**src/rtl/lsu_pkg.sv**
```systemverilog
// Shared definitions for the load/store unit: funct3 encodings, FSM states,
// and the byte-lane shift used by both load extraction and store merging.
package lsu_pkg;

  localparam logic [2:0] F3_B  = 3'd0;
  localparam logic [2:0] F3_H  = 3'd1;
  localparam logic [2:0] F3_W  = 3'd2;
  localparam logic [2:0] F3_BU = 3'd4;
  localparam logic [2:0] F3_HU = 3'd5;

  typedef enum logic [2:0] {
    ST_IDLE,
    ST_RD,
    ST_RMW_WR,
    ST_WR,
    ST_RESP
  } lsu_state_e;

  // Bit offset of the addressed lane; halves only look at addr[1].
  function automatic logic [4:0] lane_shift(input logic [2:0] funct3,
                                            input logic [1:0] addr_lo);
    logic [4:0] sh;
    case (funct3[1:0])
      2'd0:    sh = {addr_lo, 3'b000};
      2'd1:    sh = {addr_lo[1], 4'b0000};
      default: sh = 5'd0;
    endcase
    return sh;
  endfunction

endpackage

```
**src/rtl/lsu_lane_align.sv**
```systemverilog
// Combinational lane handling: extract/extend a load lane from a memory word,
// and merge a sub-word store into a memory word.
module lsu_lane_align
  import lsu_pkg::*;
(
  input  logic [2:0]  funct3,
  input  logic [1:0]  addr_lo,
  input  logic [31:0] rdata,
  input  logic [31:0] wdata,
  output logic [31:0] load_data,
  output logic [31:0] merge_data
);

  logic [4:0]  sh;
  logic [31:0] lane;
  logic [31:0] mask;

  always_comb begin
    sh   = lane_shift(funct3, addr_lo);
    lane = rdata >> sh;
    case (funct3)
      F3_B:    load_data = {{24{lane[7]}}, lane[7:0]};
      F3_H:    load_data = {{16{lane[15]}}, lane[15:0]};
      F3_BU:   load_data = {24'd0, lane[7:0]};
      F3_HU:   load_data = {16'd0, lane[15:0]};
      default: load_data = rdata;
    endcase
    case (funct3[1:0])
      2'd0:    mask = 32'h0000_00FF << sh;
      2'd1:    mask = 32'h0000_FFFF << sh;
      default: mask = 32'hFFFF_FFFF;
    endcase
    merge_data = (rdata & ~mask) | ((wdata << sh) & mask);
  end

endmodule

```
**src/rtl/lsu_mem_master.sv**
```systemverilog
// MEM-stage load/store unit: one outstanding request, word-only memory port,
// sub-word stores done as read-modify-write.
//
//   state     | meaning
//   ----------+------------------------------------------------------
//   IDLE      | ready for a request; errors go straight to RESP
//   RD        | memory word read; load result or store merge captured
//   RMW_WR    | merged word written back (SB/SH)
//   WR        | full word written (SW)
//   RESP      | one-cycle completion pulse to the pipeline
module lsu_mem_master
  import lsu_pkg::*;
#(
  parameter int MEM_WORDS_LOG2 = 8,
  parameter bit CHECK_RANGE    = 1'b1
) (
  input  logic        clk,
  input  logic        rst,
  input  logic        req_valid,
  output logic        req_ready,
  input  logic        req_we,
  input  logic [2:0]  req_funct3,
  input  logic [31:0] req_addr,
  input  logic [31:0] req_wdata,
  output logic        resp_valid,
  output logic [31:0] resp_rdata,
  output logic        resp_err,
  output logic        mem_we,
  output logic [31:0] mem_addr,
  output logic [31:0] mem_wdata,
  input  logic [31:0] mem_rdata
);

  lsu_state_e  state, state_nxt;
  logic        we_q;
  logic [2:0]  funct3_q;
  logic [31:0] addr_q;
  logic [31:0] wdata_q;
  logic [31:0] merge_q;
  logic [31:0] load_data;
  logic [31:0] merge_data;
  logic        accept;
  logic        misalign;
  logic        illegal;
  logic        range_err;
  logic        req_err;

  assign accept = req_valid && req_ready;

  always_comb begin
    misalign  = (req_funct3[1:0] == 2'd1 && req_addr[0]) ||
                (req_funct3[1:0] == 2'd2 && req_addr[1:0] != 2'd0);
    illegal   = req_we ? (req_funct3 > F3_W)
                       : (req_funct3 == 3'd3 || req_funct3[2:1] == 2'b11);
    range_err = CHECK_RANGE && (req_addr[31:MEM_WORDS_LOG2+2] != '0);
    req_err   = misalign || illegal || range_err;
  end

  lsu_lane_align u_align (
    .funct3     (funct3_q),
    .addr_lo    (addr_q[1:0]),
    .rdata      (mem_rdata),
    .wdata      (wdata_q),
    .load_data  (load_data),
    .merge_data (merge_data)
  );

  always_ff @(posedge clk or posedge rst) begin
    if (rst) state <= ST_IDLE;
    else     state <= state_nxt;
  end

  always_comb begin
    state_nxt = state;
    case (state)
      ST_IDLE: begin
        if (accept) begin
          if (req_err)                     state_nxt = ST_RESP;
          else if (req_we && req_funct3 == F3_W) state_nxt = ST_WR;
          else                             state_nxt = ST_RD;
        end
      end
      ST_RD:     state_nxt = we_q ? ST_RMW_WR : ST_RESP;
      ST_RMW_WR: state_nxt = ST_RESP;
      ST_WR:     state_nxt = ST_RESP;
      ST_RESP:   state_nxt = ST_IDLE;
      default:   state_nxt = ST_IDLE;
    endcase
  end

  always_comb begin
    req_ready  = 1'b0;
    resp_valid = 1'b0;
    mem_we     = 1'b0;
    mem_wdata  = 32'd0;
    case (state)
      ST_IDLE:   req_ready = 1'b1;
      ST_RMW_WR: begin mem_we = 1'b1; mem_wdata = merge_q; end
      ST_WR:     begin mem_we = 1'b1; mem_wdata = wdata_q; end
      ST_RESP:   resp_valid = 1'b1;
      default:   ;
    endcase
  end

  assign mem_addr = {addr_q[31:2], 2'b00};

  // Response registers only change on the edge entering RESP, so they hold
  // the previous result while a new request is in flight.
  always_ff @(posedge clk or posedge rst) begin
    if (rst) begin
      we_q       <= 1'b0;
      funct3_q   <= 3'd0;
      addr_q     <= 32'd0;
      wdata_q    <= 32'd0;
      merge_q    <= 32'd0;
      resp_rdata <= 32'd0;
      resp_err   <= 1'b0;
    end else begin
      if (accept) begin
        we_q     <= req_we;
        funct3_q <= req_funct3;
        addr_q   <= req_addr;
        wdata_q  <= req_wdata;
        if (req_err) begin
          resp_err   <= 1'b1;
          resp_rdata <= 32'd0;
        end
      end
      case (state)
        ST_RD: begin
          if (we_q) merge_q <= merge_data;
          else begin
            resp_rdata <= load_data;
            resp_err   <= 1'b0;
          end
        end
        ST_RMW_WR, ST_WR: begin
          resp_rdata <= 32'd0;
          resp_err   <= 1'b0;
        end
        default: ;
      endcase
    end
  end

endmodule

```
**config.mk**
```make
export PLATFORM = sky130hd
export DESIGN_NAME = lsu_mem_master
export DESIGN_NICKNAME = d
export VERILOG_FILES = /design/src/rtl/lsu_pkg.sv /design/src/rtl/lsu_lane_align.sv /design/src/rtl/lsu_mem_master.sv
export SDC_FILE = /design/constraint.sdc
export NUM_CORES = 1
export LEC_CHECK = 0
export BUFFER_PORTS_ARGS = -buffer_cell sky130_fd_sc_hd__buf_2
export CORE_UTILIZATION = 55
export CTS_BUF_LIST = sky130_fd_sc_hd__clkbuf_16
export CTS_CLUSTER_SIZE = 16
export DETAILED_ROUTE_END_ITERATION = 16
export HOLD_SLACK_MARGIN = 0.08
export PLACE_DENSITY = 0.9
export SYNTH_ARGS = -nofsm -noshare
export SYNTH_HDL_FRONTEND = slang
export SYNTH_SLANG_ARGS = --single-unit
```
**constraint.sdc**
```tcl
create_clock -name clk -period 8.2 [get_ports clk]
set_input_delay 1.23 -clock clk [delete_from_list [all_inputs] [get_ports clk]]
set_output_delay 1.23 -clock clk [all_outputs]
set_load 0.02 [all_outputs]
```
== Yosys cells after proc, flatten, opt, wreduce, memory -nomap -nowiden ==
Cells that the tools add are included.
Cells by class
  $lt $le $gt $ge: 1
  equality and inequality tests: 14
  shift-type cells: 4
  muxes and demuxes: 21
  bitwise operators: 4
  reduce and logical (&&, ||, !) cells: 15
Operator list (number)
  one-hot mux 32 bit (2 select lines): 3
  one-hot mux 32 bit (4 select lines): 1
  2-to-1 mux 32 bit: 3
  AND 32 bit: 2
  NOT 32 bit: 1
  bitwise OR 32 bit: 1
  left shift 16 x 5 -> 32 bit (first input constant): 1
  left shift 32 x 5 -> 32 bit: 1
  left shift 8 x 5 -> 32 bit (first input constant): 1
  right shift 32 x 5 -> 16 bit: 1
  nonzero test 22 bit: 1
  equality test 3 x 2 -> 1 bit (second input constant): 4
  one-hot mux 5 bit (2 select lines): 1
  equality test 3 bit (second input constant): 3
  2-to-1 mux 3 bit: 3
  one-hot mux 3 bit (3 select lines): 1
  2-to-1 mux 1 bit: 7
  equality test 3 x 1 -> 1 bit (second input constant): 2
  logical NOT 3 bit: 2
  equality test 2 x 1 -> 1 bit (second input constant): 2
  equality test 2 bit (second input constant): 2
  logical AND 1 bit: 4
  logical OR 1 bit: 4
  > comparator 3 x 2 -> 1 bit (second input constant): 1
  7 further kinds: 7
Word-level totals
  register bits: 136
  input bits: 103
  word-level logic and storage cells: 67

== Logic depth before layout (Yosys ltp) ==
  word-level depth: 9
  mapped depth: 8
  mapped depth without buffers: 5

== Hierarchy ==
A second synthesis with hierarchy kept.
Second synthesis, totals
  cell total of the unflattened synthesis: 865
  area, all modules: 7403.4 sq um
By module, submodules not included
  lsu_mem_master: instances 1, cells each 635, area an instance 6108.4 sq um, seq. area each 3403.3 sq um
  lsu_lane_align: instances 1, cells each 230, area an instance 1295.0 sq um, seq. area each 0.0 sq um

== Worst setup path after synthesis ==
Ideal clock, no wire load.
  path type: in2reg
  start: input req_addr[0]
  end: register resp_rdata[27]
  setup time: 64 ps
  arrival: 2770 ps
  required time: 8136 ps
  path slack: 5366 ps
  stages on the path: 6
  cell sequence: o41ai_1 > nand4_1 > a2111o_1 > a21oi_1 > clkbuf_1 > a221o_2
Between the ends
  longest elaborated chain between the ends: 9
Ends and longest elaborated chain
  start, declared: RTL line lsu_mem_master.sv:23  | input logic [31:0] req_addr,
  nonzero test 2 bit: RTL line lsu_mem_master.sv:52  | (req_funct3[1:0] == 2'd2 && req_addr[1:0] != 2'd0);
  logical AND 1 bit: RTL line lsu_mem_master.sv:52
  logical OR 1 bit (*): RTL line lsu_mem_master.sv:51  | misalign = (req_funct3[1:0] == 2'd1 && req_addr[0]) ||
  logical OR 1 bit (*) (2 in series): RTL line lsu_mem_master.sv:56  | req_err = misalign || illegal || range_err;
  2-to-1 mux 32 bit (*): RTL line lsu_mem_master.sv:124  | if (req_err) begin
  2-to-1 mux 32 bit (*): RTL line lsu_mem_master.sv:119  | if (accept) begin
  2-to-1 mux 32 bit: RTL line lsu_mem_master.sv:131  | if (we_q) merge_q <= merge_data;
  one-hot mux 32 bit (2 select lines) (*): RTL line lsu_mem_master.sv:129  | case (state)
  end signal, assigned: RTL line lsu_mem_master.sv:133  | resp_rdata <= load_data;
  end, declared: RTL line lsu_mem_master.sv:26  | output logic [31:0] resp_rdata,
Mark *: on every way between the ends. The rest lies on a longest branch, timed or not.
A chain may end at the register's enable or synchronous reset.

== Worst setup path after layout ==
  start: register state[0]
  end: output mem_wdata[7]
Between the ends
  longest elaborated chain between the ends: 2
Ends and longest elaborated chain
  start, declared: RTL line lsu_mem_master.sv:34  | lsu_state_e state, state_nxt;
  start signal, assigned: RTL line lsu_mem_master.sv:70  | else state <= state_nxt;
  equality test 3 x 2 -> 1 bit: RTL line lsu_mem_master.sv:96  | case (state)
  one-hot mux 32 bit (2 select lines) (*): RTL line lsu_mem_master.sv:96
  end, declared: RTL line lsu_mem_master.sv:30  | output logic [31:0] mem_wdata,
Marks and branches as above.

==> reports/results.ini <==
[route]
wirelength_um=21300
wl_per_cell_um=18.7
postRouteAntennaNets=0
vias_per_cell=5.86
drt_pass1_iterations=5
remaining_drc_errors=0
via_count=6647
drt_iter0_drc=640

[final_layout]
layout_common_cells=nand2_1, buf_2, dfrtp_1, mux2i_1, nor2_1
drive_gt1_frac=0.280
fin_nets=1053
final_common_cell=nand2_1
areaGrowthSynthToFinish_pct=19.9
final_cells=1135
antennaDiodeCount=0
nFillCells=1014
final_core_utilization=0.678

[sta]
timing_hold_violations_final=0
setup_tns_ns=0
grt_setup_unrepaired=false
finClkSkew_ns=0.00650
tightestPinTransition_ns=1.20
fmax_mhz=297
post-route-min-period_ns=3.36
slew_headroom=0.201
fin_crit_sh=0.410
drv_slew=0
setup_slack_ns=4.84
setup_violations=0

[floorplanning]
pin_count=203
die-area_um2=13500
coreArea_um2=12700
initial_utilization=0.566
rows=41
dieHeight_um=116
die_w_um=116

[global_route]
grt_max_degree=92
grt_pass1_vias=6406
met2_usage=0.487
grt_antenna_before_repair=0
use_met3=0.102
grt_pass1_wl_um=33100
grt_overflow_total=0
busiest_layer=met2
grtUsageMet1=0.440
grt_usage=0.329

[logic_synthesis]
ys.flop_type=dfrtp_1
avgSynthCellArea_um2=8.82
netlist_instances=813
synth_cell_type_count=47
yosysWarningCount=0
synth_edf_count=0
async_reset_ff_frac=1.00
synth_top_area_frac=0.475
synth_area_leaders=dfrtp_1, nand2_1, mux2i_1
ys_seq_elements=136
seq_area_frac_synth=0.475
synth_area_um2=7170
synth_top_area_cell=dfrtp_1

[setup_path]
cp_max_fo=39
cp_cell_sequence=mux2i_1 > nor2_1 > buf_2
critical_path_required_ns=6.97
critPathLaunchType=register
critical_path_buf_inv_count=1
endpoint_kind=output pin
slowest_stage=dfrtp_2
cp_slowest_stage_delay_ns=1.08
worstPathArrival_ns=2.13
crit_type=register to output pin
path_delay_family=flip-flops

[clock_network]
cts.sinks=136
cts_max_level=4
cts_buffers=17
tritoncts=yes
worstSkewPairLatency_ns=0.42
clkTransAtPathRegs_ns=0.06
clock-root-buffer=clkbuf_16
ctsResizeCount=0
ctsHoldBuffers=0
clock_tree.buffer_depth=2
cts_setup_buffers=0

[power]
switchingPower_mw=0.546
power.leakage_nw=4.52
powerDensity_nw_per_um2=218
fin_total_pwr_mw=1.88
peakVddDrop_mv=0.162
p_sw_frac=0.291
power.clock.fraction=0.420
p_comb_frac=0.168
seqPwrFrac=0.412
power.internal_mw=1.33

[hold_path]
min_path_type=register to register

[placement]
routabilityCongestion=0.918
place_ws_ns=5.13
dpl.cell_count=1103
port_buffers=200
dp.final_hpwl_um=14800

[run]
max_cap_viol_count=0

[run_status]
status=complete, no violations

## per-layer routing
metal / up-vias / share of wire
met4: 0 / 0.040
met1: 3146 / 0.41
met5: - / 0
met2: 408 / 0.44
met3: 72 / 0.10
li1: 3021 / -
## kinds of logic (layout without fill, tap and decap cells)
group	count (synthesis)	after routing	share of synthesized area
simple gates	360	360	0.207
mux	66	66	0.0943
flops	136	136	0.475
compound gates	152	152	0.152
buf+inv	98	247	0.0716
other cells	1	2	0.000523
## Yosys cell counts, types with 5 or more instances
| cell | number |
|---|---|
| mux2_2 | 12 |
| a311oi_1 | 8 |
| a22oi_1 | 8 |
| inv_1 | 6 |
| nor2_1 | 49 |
| and3b_1 | 8 |
| a22o_1 | 10 |
| mux2i_1 | 54 |
| a221o_1 | 6 |
| nor4_1 | 7 |
| a211oi_1 | 9 |
| nand2_1 | 270 |
| a211o_1 | 9 |
| nand3_1 | 6 |
| a221o_2 | 10 |
| a21oi_1 | 31 |
| buf_1 | 5 |
| clkbuf_1 | 47 |
| dfrtp_1 | 136 |
| o21ai_0 | 42 |
| o2bb2ai_1 | 5 |
| buf_4 | 32 |
## tightest hold or removal path, stage by stage, from the launching register on
cell and delay [ns]:
dfrtp_1 0.34, nand2_1 0.05, nand2_1 0.05
## worst paths after layout
check	startpoint	to	slack (ns)	cells past startpoint
setup / recovery	state[0]$_DFFE_PP0P_	mem_wdata[7]	4.84	3
hold / removal	addr_q[24]$_DFFE_PP0P_	addr_q[24]$_DFFE_PP0P_	0.47	2
setup reg to reg	state[0]$_DFFE_PP0P_	resp_rdata[29]$_DFF_PP0_	5.11	3
hold reg to reg	addr_q[24]$_DFFE_PP0P_	addr_q[24]$_DFFE_PP0P_	0.47	2
max in group asynchronous	rst	resp_rdata[16]$_DFF_PP0_	5.77	3
min in group asynchronous	rst	wdata_q[0]$_DFFE_PP0P_	0.87	2
## power by group through the flow
stage               Sequential [mW]  Combinational (mW)  Clock, mW
floorplan                     0.756               0.242          0
global placement              0.778               0.301          0
detailed placement            0.779               0.310          0
CTS                           0.770               0.312      0.797
global route                  0.777               0.346      0.825
finish                        0.773               0.316      0.788
## through the flow
step / hold slack, ns / cell area, µm²
floorplan: 0.447 / 7170
global placement: 0.452 / 7980
detailed placement: 0.457 / 7980
CTS: 0.473 / 8590
global route: 0.495 / 8590
finish: 0.470 / 8590
## flip-flops by register name, summed over array words and instances, names as in the netlist
register    count
funct3_q        3
addr_q         32
we_q            1
resp_err        1
merge_q        32
resp_rdata     32
state           3
wdata_q        32
## area by class of cell
type / count / area (µm²) / area share
Sequential cell: 136 / 3400 / 0.396
Multi-Input combinational cell: 580 / 3270 / 0.381
Timing Repair Buffer: 208 / 1060 / 0.123
Clock buffer: 17 / 425 / 0.0495
Tap cell: 172 / 215 / 0.0250
Clock inverter: 15 / 185 / 0.0215
Inverter: 7 / 28.8 / 0.00335
No activity file was read; power rests on OpenSTA's default activity.
